--- src/rtl/lc3_pkg.sv ---
// Shared LC-3 datapath types: branch/jump opcodes, branch-unit FSM states, PC reset value.
package lc3_pkg;

  typedef enum logic [1:0] {
    OP_BR   = 2'b00,
    OP_JMP  = 2'b01,
    OP_JSR  = 2'b10,
    OP_JSRR = 2'b11
  } op_t;

  typedef enum logic [1:0] {
    S_IDLE   = 2'b00,
    S_EVAL   = 2'b01,
    S_UPDATE = 2'b10
  } bpu_state_t;

  localparam logic [15:0] PC_RESET_DEFAULT = 16'h3000;

endpackage

--- src/rtl/branch_target_calc.sv ---
// Combinational branch resolution: condition test against NZP and redirect target.
module branch_target_calc
  import lc3_pkg::*;
(
  input  op_t         op_i,
  input  logic [11:0] ir_i,
  input  logic [15:0] base_r_i,
  input  logic [2:0]  nzp_i,
  input  logic [15:0] old_pc_i,
  output logic        cond_o,
  output logic [15:0] target_o
);

  logic signed [15:0] off9_s;
  logic signed [15:0] off11_s;

  assign off9_s  = {{7{ir_i[8]}}, ir_i[8:0]};
  assign off11_s = {{5{ir_i[10]}}, ir_i[10:0]};

  always_comb begin
    cond_o   = 1'b1;
    target_o = base_r_i;
    case (op_i)
      OP_BR: begin
        cond_o   = |(ir_i[11:9] & nzp_i);
        target_o = old_pc_i + off9_s;
      end
      OP_JSR:  target_o = old_pc_i + off11_s;
      default: target_o = base_r_i;
    endcase
  end

endmodule

--- src/rtl/branch_pc_unit.sv ---
// PC register owner: resolves BR/JMP/JSR/JSRR via IDLE->EVAL->UPDATE and drives the R7 link.
module branch_pc_unit
  import lc3_pkg::*;
#(
  parameter logic [15:0] PC_RESET = PC_RESET_DEFAULT,
  parameter int unsigned CNT_W    = 16
) (
  input  logic             Clk,
  input  logic             Reset,
  input  logic             Start,
  input  logic [1:0]       Op,
  input  logic [15:0]      IR,
  input  logic [15:0]      BaseR,
  input  logic [2:0]       NZP,
  input  logic             Inc_PC,
  input  logic             Load_PC,
  input  logic [15:0]      PC_In,
  output logic [15:0]      PC,
  output logic             Busy,
  output logic             Done,
  output logic             Taken,
  output logic [15:0]      Link,
  output logic             Link_We,
  output logic [CNT_W-1:0] Taken_Cnt
);

  function automatic logic [CNT_W-1:0] sat_inc(input logic [CNT_W-1:0] v);
    return (&v) ? v : v + CNT_W'(1);
  endfunction

  bpu_state_t       state_q, state_d;
  op_t              op_q, op_d;
  logic [11:0]      ir_q, ir_d;
  logic [15:0]      baser_q, baser_d;
  logic [2:0]       nzp_q, nzp_d;
  logic [15:0]      old_pc_q, old_pc_d;
  logic [15:0]      pc_q, pc_d;
  logic             cond_q, cond_d;
  logic [15:0]      target_q, target_d;
  logic             done_q, done_d;
  logic             taken_q, taken_d;
  logic [15:0]      link_q, link_d;
  logic             link_we_q, link_we_d;
  logic [CNT_W-1:0] cnt_q, cnt_d;

  logic             calc_cond;
  logic [15:0]      calc_target;

  // Opcode field is decoded by the control FSM; only the operand bits matter here.
  logic unused_ir_hi;
  assign unused_ir_hi = ^IR[15:12];

  branch_target_calc u_calc (
    .op_i     (op_q),
    .ir_i     (ir_q),
    .base_r_i (baser_q),
    .nzp_i    (nzp_q),
    .old_pc_i (old_pc_q),
    .cond_o   (calc_cond),
    .target_o (calc_target)
  );

  always_comb begin
    state_d   = state_q;
    op_d      = op_q;
    ir_d      = ir_q;
    baser_d   = baser_q;
    nzp_d     = nzp_q;
    old_pc_d  = old_pc_q;
    pc_d      = pc_q;
    cond_d    = cond_q;
    target_d  = target_q;
    done_d    = 1'b0;
    taken_d   = 1'b0;
    link_d    = link_q;
    link_we_d = 1'b0;
    cnt_d     = cnt_q;

    // A direct PC load overrides and abandons any in-flight resolution.
    if (Load_PC) begin
      pc_d    = PC_In;
      state_d = S_IDLE;
    end else begin
      case (state_q)
        S_IDLE: begin
          if (Start) begin
            op_d     = op_t'(Op);
            ir_d     = IR[11:0];
            baser_d  = BaseR;
            nzp_d    = NZP;
            old_pc_d = pc_q;
            state_d  = S_EVAL;
          end else if (Inc_PC) begin
            pc_d = pc_q + 16'd1;
          end
        end
        S_EVAL: begin
          cond_d   = calc_cond;
          target_d = calc_target;
          state_d  = S_UPDATE;
        end
        S_UPDATE: begin
          if (cond_q) begin
            pc_d  = target_q;
            cnt_d = sat_inc(cnt_q);
          end
          done_d  = 1'b1;
          taken_d = cond_q;
          if (op_q == OP_JSR || op_q == OP_JSRR) begin
            link_d    = old_pc_q;
            link_we_d = 1'b1;
          end
          state_d = S_IDLE;
        end
        default: state_d = S_IDLE;
      endcase
    end
  end

  always_ff @(posedge Clk) begin
    if (Reset) begin
      state_q   <= S_IDLE;
      op_q      <= OP_BR;
      ir_q      <= '0;
      baser_q   <= '0;
      nzp_q     <= '0;
      old_pc_q  <= '0;
      pc_q      <= PC_RESET;
      cond_q    <= 1'b0;
      target_q  <= '0;
      done_q    <= 1'b0;
      taken_q   <= 1'b0;
      link_q    <= '0;
      link_we_q <= 1'b0;
      cnt_q     <= '0;
    end else begin
      state_q   <= state_d;
      op_q      <= op_d;
      ir_q      <= ir_d;
      baser_q   <= baser_d;
      nzp_q     <= nzp_d;
      old_pc_q  <= old_pc_d;
      pc_q      <= pc_d;
      cond_q    <= cond_d;
      target_q  <= target_d;
      done_q    <= done_d;
      taken_q   <= taken_d;
      link_q    <= link_d;
      link_we_q <= link_we_d;
      cnt_q     <= cnt_d;
    end
  end

  assign PC        = pc_q;
  assign Busy      = (state_q != S_IDLE);
  assign Done      = done_q;
  assign Taken     = taken_q;
  assign Link      = link_q;
  assign Link_We   = link_we_q;
  assign Taken_Cnt = cnt_q;

endmodule
--- config.mk ---
export PLATFORM = sky130hd
export DESIGN_NAME = branch_pc_unit
export DESIGN_NICKNAME = d
export VERILOG_FILES = /design/src/rtl/lc3_pkg.sv /design/src/rtl/branch_target_calc.sv /design/src/rtl/branch_pc_unit.sv
export SDC_FILE = /design/constraint.sdc
export NUM_CORES = 1
export LEC_CHECK = 0
export ABC_AREA = 1
export CORE_MARGIN = 3
export CORE_UTILIZATION = 40
export DETAILED_ROUTE_END_ITERATION = 10
export HOLD_SLACK_MARGIN = 0.03
export MAX_ROUTING_LAYER = met4
export PLACE_DENSITY = 0.64
export SYNTH_ARGS = -nofsm -noshare
export SYNTH_HDL_FRONTEND = slang
export SYNTH_SLANG_ARGS = --single-unit
export TNS_END_PERCENT = 30
--- constraint.sdc ---
create_clock -name Clk -period 5.4 [get_ports Clk]
set_input_delay 0.54 -clock Clk [delete_from_list [all_inputs] [get_ports Clk]]
set_output_delay 0.54 -clock Clk [all_outputs]
set_load 0.02 [all_outputs]
==> flow_summary.yaml, run 1 <==
setup_path:
  r2r-start: "op_q[0]"
  slowest_delay_ps: 900
  critPathBufInv: 4
  criticalPathCategory: "primary input to flop"
  cp.required_ps: 5670
  cp_common_cell: "inv_2"
  r2r_end: "target_q[13]"
  arrival_ps: 3290
  cp.depth: 7
  critPathMaxFanout: 52
  worstSetupEndpointType: "flop"
  cp-start-kind: "primary input"
  reg2reg_depth: 16
  crit_end: "old_pc_q[5]"
  rrSetupSlack_ps: 2380
  cp_cell_sequence: "clkdlybuf4s50_1 > inv_2 > nand3_2 > buf_4 > inv_2 > o21ai_0 > a21oi_1"
  critPathSlowestCell: "clkdlybuf4s50_1"
  crit_family: "buffers and inverters"
  crit_start: "Load_PC"
drt:
  drc: 0
  vias_per_cell: 5.06
  firstDrtPassIters: 5
  dr_wl_met2_um: 7900
  vias: 6004
  drt-total-wl_um: 17300
  drt-met1-wl_um: 8160
  wl_per_cell_um: 14.6
  route.top_layer_used: "met4"
  drt_iter0_drc: 488
  wl_met3_um: 803
  ant_nets: 0
clock_network:
  cts_tree: "yes"
  cts.reportedPaths.clkPinSlew_ps: 50
  clk_latency_ps: 420
  cts_setup_buffers: 0
  cts_htree_levels: 4
  cts-resized-gates: 0
  hold_buffers: 0
  clockBufferDepth: 2
  numCtsBuffers: 17
  cts-root-buf: "clkbuf_16"
  cts_sinks: 119
timing:
  maxSlewViolCount: 0
  setup_violations: 0
  worst_pin_slew_ps: 851
  fin_tns_setup_ps: 0
  layout_min_cycle_time_ps: 3020
  min_period_over_period: 0.559
  finClkSkew_ps: 8.93
  hold_viol: 0
  hold_slack_ps: 462
  rsz0062_at_grt: "no"
  slew_headroom: 0.432
  max_freq_mhz: 331
synth:
  avgSynthCellArea_um2: 6.79
  yosys.area.top_type: "dfxtp_1"
  ys_warn_count: 0
  netlist_area_mm2: 0.00612
  syn_inst: 901
  yosys.area.top_type_share: 0.389
  synth-seq-area-share: 0.389
  synth_cell_types: 43
  ys_ff_latch: 119
  synth_fp_nets: 980
  synth_area_leaders: "dfxtp_1, nand2_1, nor2_1, o21ai_0, a21oi_1"
pwr:
  powerDensity_mw_per_mm2: 307
  power.leakage_nw: 3.38
  ir_worst_vdd_v: 0.000224
layout:
  nets: 1069
  diodes: 0
  layout.cells.non_filler: 1187
  drive_above_1_share: 0.0648
  n_fill_cell: 1478
  final_cell_mix: "nand2_1, nor2_1, dfxtp_1"
  final_common_cell: "nand2_1"
  area_growth_pct: 28.0
placement:
  portBuffers: 105
  dp_hpwl_um: 12300
  gp_congestion: 0.874
  dp_cells: 1155
min_path:
  hold_depth: 2
  min_path_type: "flop to flop"
global_route:
  grt_pass1_vias: 5821
  grt_max_degree: 53
  grt_overflow: 0
  antenna_found_initial: 0
  grt.total_usage: 0.221
  grt_pass1_wl_um: 28500
die:
  die_y_um: 130
  start_util: 0.415
  fp.coreArea_mm2: 0.0148
  num_rows: 44
  die_area_mm2: 0.0168
  io_pins: 110
  fp.dieW_um: 130
run:
  drv_cap: 0
run_status:
  status: "finished clean"
==> cell usage after synthesis (all sizes together) <==
cell and instances:
nor4 1, a221oi 1, o21ai 101, o31ai 1, and2 1, xor2 9, buf 14, clkbuf 24
ha 20, fa 1, nand3 41, nand3b 3, nor3 12, nor2 166, o22ai 2, a21oi 82
dfxtp 119, o221ai 2, nand4 9, inv 89, a31o 1, or2 3, nor3b 1, nand2 182
a41oi 1, a31oi 4, a211oi 2, o21bai 1, o211ai 3, xnor2 5
==> final cells by class <==
type	count	area (um2)	area share
Clock inverter	11	123	0.0156
Sequential cell	119	2380	0.304
Multi-Input combinational cell	655	3220	0.411
Timing Repair Buffer	108	1070	0.137
Tap cell	184	230	0.0294
Inverter	89	337	0.0429
Clock buffer	21	470	0.0600
==> layer usage <==
metal / vias up / GRT usage
li1: 3115 / -
met1: 2716 / 0.277
met2: 142 / 0.349
met3: 31 / 0.0503
met4: 0 / 0.0801
met5: - / -
==> power by group <==
group          switching (W)  internal (W)
Clock               0.000419      0.000714
Sequential         0.0000389      0.000919
Combinational       0.000183      0.000131
==> sequential cells by signal, indices dropped and copies added (netlist names) <==
register,count
Taken,1
Link_We,1
Link,16
target_q,16
op_q,2
ir_q,12
Done,1
PC,16
cond_q,1
Taken_Cnt,16
nzp_q,3
baser_q,16
state_q,2
old_pc_q,16
==> worst min-delay path, delay by kind of cell (launching register included) <==
kind / cells / cell delay (ps)
flip-flops: 1 / 290
buffers and inverters: 1 / 60
AO/OA/AOI/OAI: 1 / 60
==> through the flow <==
| stage | cell area, um2 | worst slack (ps) | total power, W | utilization |
|---|---|---|---|---|
| floorplan | 6120 | 3510 | 0.00117 | - |
| global placement | 7240 | 1950 | 0.00129 | 0.491 |
| global route | 7840 | 1990 | 0.00250 | 0.531 |
| finish | 7840 | 2380 | 0.00241 | 0.531 |
| CTS | 7840 | 2380 | 0.00242 | 0.531 |
| detailed placement | 7240 | 1940 | 0.00129 | 0.491 |
==> cells by family (layout without fill, tap and decap cells) <==
| kind of cell | after synthesis | count (layout) | synth area share |
|---|---|---|---|
| DFF | 119 | 119 | 0.389 |
| AOI/OAI and AO/OA | 201 | 201 | 0.173 |
| adders and majority gates | 21 | 21 | 0.0442 |
| buffers and inverters | 127 | 229 | 0.0844 |
| and+or+nand+nor | 419 | 419 | 0.289 |
| xor gates and xnor gates | 14 | 14 | 0.0200 |
==> how the worst min path moves through the flow <==
stage	start	slack [ps]	to
6_report	nzp_q[1]	460	nzp_q[1]
5_1_grt	baser_q[15]	480	baser_q[15]
4_1_cts	nzp_q[1]	460	nzp_q[1]
3_5_place_dp	nzp_q[1]	460	nzp_q[1]
3_3_place_gp	nzp_q[1]	450	nzp_q[1]
2_1_floorplan	nzp_q[1]	420	nzp_q[1]
No activity file was read; power rests on OpenSTA's default activity.
==> run 2, diff against run 1 <==
--- a/config.mk
+++ b/config.mk
@@ -11,7 +11,7 @@
 export DETAILED_ROUTE_END_ITERATION = 10
 export HOLD_SLACK_MARGIN = 0.03
 export MAX_ROUTING_LAYER = met4
-export PLACE_DENSITY = 0.64
+export PLACE_DENSITY = 0.66
 export SYNTH_ARGS = -nofsm -noshare
 export SYNTH_HDL_FRONTEND = slang
 export SYNTH_SLANG_ARGS = --single-unit
==> constraint.sdc (replaced) <==
create_clock -name Clk -period 2.45 [get_ports Clk]
set_input_delay 0.245 -clock Clk [delete_from_list [all_inputs] [get_ports Clk]]
set_output_delay 0.245 -clock Clk [all_outputs]
set_load 0.02 [all_outputs]
==> run 2 against run 1 <==
Compared with the run above:
- wire length shrank 0.43%
- clock power grew 120%
- sequential power grew 120%
- global-route usage shrank 0.13 points
- largest power group unchanged
- highest routed layer unchanged
- total power grew 120%
- hold slack lost 47 ps
- utilization grew 0.64 points
- critical path type is now flop to flop
==> flow_summary.yaml, run 2 (synthesized netlist as in run 1, its figures left out) <==
clock_network:
  cts-root-buf: "clkbuf_16"
  cts_tree: "yes"
  cts_setup_buffers: 0
  clk_latency_ps: 420
  cts_htree_levels: 4
  clockBufferDepth: 2
  cts.reportedPaths.clkPinSlew_ps: 60
  numCtsBuffers: 17
  cts_sinks: 119
  hold_buffers: 0
  cts-resized-gates: 0
setup_path:
  worstSetupEndpointType: "flop"
  cp.required_ps: 2740
  cp-start-kind: "flop"
  arrival_ps: 2440
  critPathMaxFanout: 8
  criticalPathCategory: "flop to flop"
layout:
  final_cell_mix: "nand2_1, nor2_1, dfxtp_1"
  diodes: 0
  drive_above_1_share: 0.0769
  multiInputGateArea_mm2: 0.00322
  area_growth_pct: 29.6
  seq_area_mm2: 0.00238
  layout.cells.non_filler: 1198
  final_common_cell: "nand2_1"
  n_fill_cell: 1494
  nets: 1080
die:
  io_pins: 110
  die_area_mm2: 0.0168
  fp.coreArea_mm2: 0.0148
  fp.dieW_um: 130
  start_util: 0.415
  die_y_um: 130
  num_rows: 44
placement:
  place_ws_ps: 155
  dp_cells: 1166
  portBuffers: 105
  dp_hpwl_um: 12600
  gp_congestion: 0.891
drt:
  drt-total-wl_um: 17200
  firstDrtPassIters: 4
  vias: 6072
  drc: 0
  ant_nets: 0
  vias_per_cell: 5.07
  drt_iter0_drc: 374
  wl_per_cell_um: 14.4
timing:
  finClkSkew_ps: 9.87
  layout_min_cycle_time_ps: 2150
  maxSlewViolCount: 0
  setup_ws_ps: 298
  hold_slack_ps: 414
  setup_violations: 0
  worst_pin_slew_ps: 453
  hold_viol: 0
  max_freq_mhz: 465
  rsz0062_at_grt: "no"
  slew_headroom: 0.697
  fin_tns_setup_ps: 0
  min_period_over_period: 0.878
run:
  drv_cap: 0
run_status:
  status: "finished clean"
pwr:
  power_w: 0.00532
  ir_worst_vdd_v: 0.000541
  power.leakage_nw: 3.45
  powerDensity_mw_per_mm2: 670
global_route:
  grt_pass1_vias: 5673
  grt_pass1_wl_um: 28200
  grt_max_degree: 48
  grt_overflow: 0
  antenna_found_initial: 0
  grt.total_usage: 0.219
min_path:
  min_path_type: "primary input to flop"
==> run 2: cell count changes in the layout (fill, tap and decap cells not counted), moves of 2 or more <==
cell / before / now
buf_4: 3 / 13
clkinv_4: 1 / 3
inv_2: 8 / 10
inv_1: 80 / 78
clkinvlp_4: 4 / 1
==> run 2: critical path, stage by stage, from the launching register on <==
cell     delay, ps
dfxtp_1        310
inv_2          120
nand2_1         80
nand2_1         80
nand2_1        120
inv_2          170
ha_1           330
nand2_1        180
inv_1           50
nand2_1         60
nand2_1         40
a21oi_1        150
nand2_1         70
nand2_1         60
nand3_1         80
nand2_1         70
a21oi_1         50
==> run 2: per-stage QoR <==
step	area (um2)	util
2_1_floorplan	6120	-
3_5_place_dp	7340	0.497
3_3_place_gp	7340	0.497
4_1_cts	7930	0.538
6_report	7930	0.538
5_1_grt	7930	0.538
==> run 2: final cells by class <==
class / instances / area share
clock buffer: 21 / 0.0593
clock inverter: 11 / 0.0155
inverter: 89 / 0.0424
multi-input combinational: 655 / 0.406
sequential: 119 / 0.300
tap: 184 / 0.0290
timing repair buffer: 119 / 0.147
==> run 2: power by group <==
part | total, W | internal [W] | switching, W
registers | 0.00211 | 0.00203 | 0.0000847
logic | 0.000703 | 0.000299 | 0.000404
clock network | 0.00250 | 0.00158 | 0.000929
total | 0.00532 | 0.00390 | 0.00142
==> run 2: final timing paths <==
kind | start | to | slack (ps) | cells past startpoint
min | PC_In[2] | PC[2] | 410 | 3
min reg2reg | nzp_q[1] | nzp_q[1] | 450 | 2
max | op_q[0] | target_q[13] | 300 | 16
max reg2reg | op_q[0] | target_q[13] | 300 | 16
==> run 2: routing by layer <==
metal,wire [um],track usage,vias up
li1,-,-,3144
met1,8000,0.282,2742
met2,8010,0.343,154
met3,861,0.0475,32
met4,349,0.0776,0
met5,0,-,-
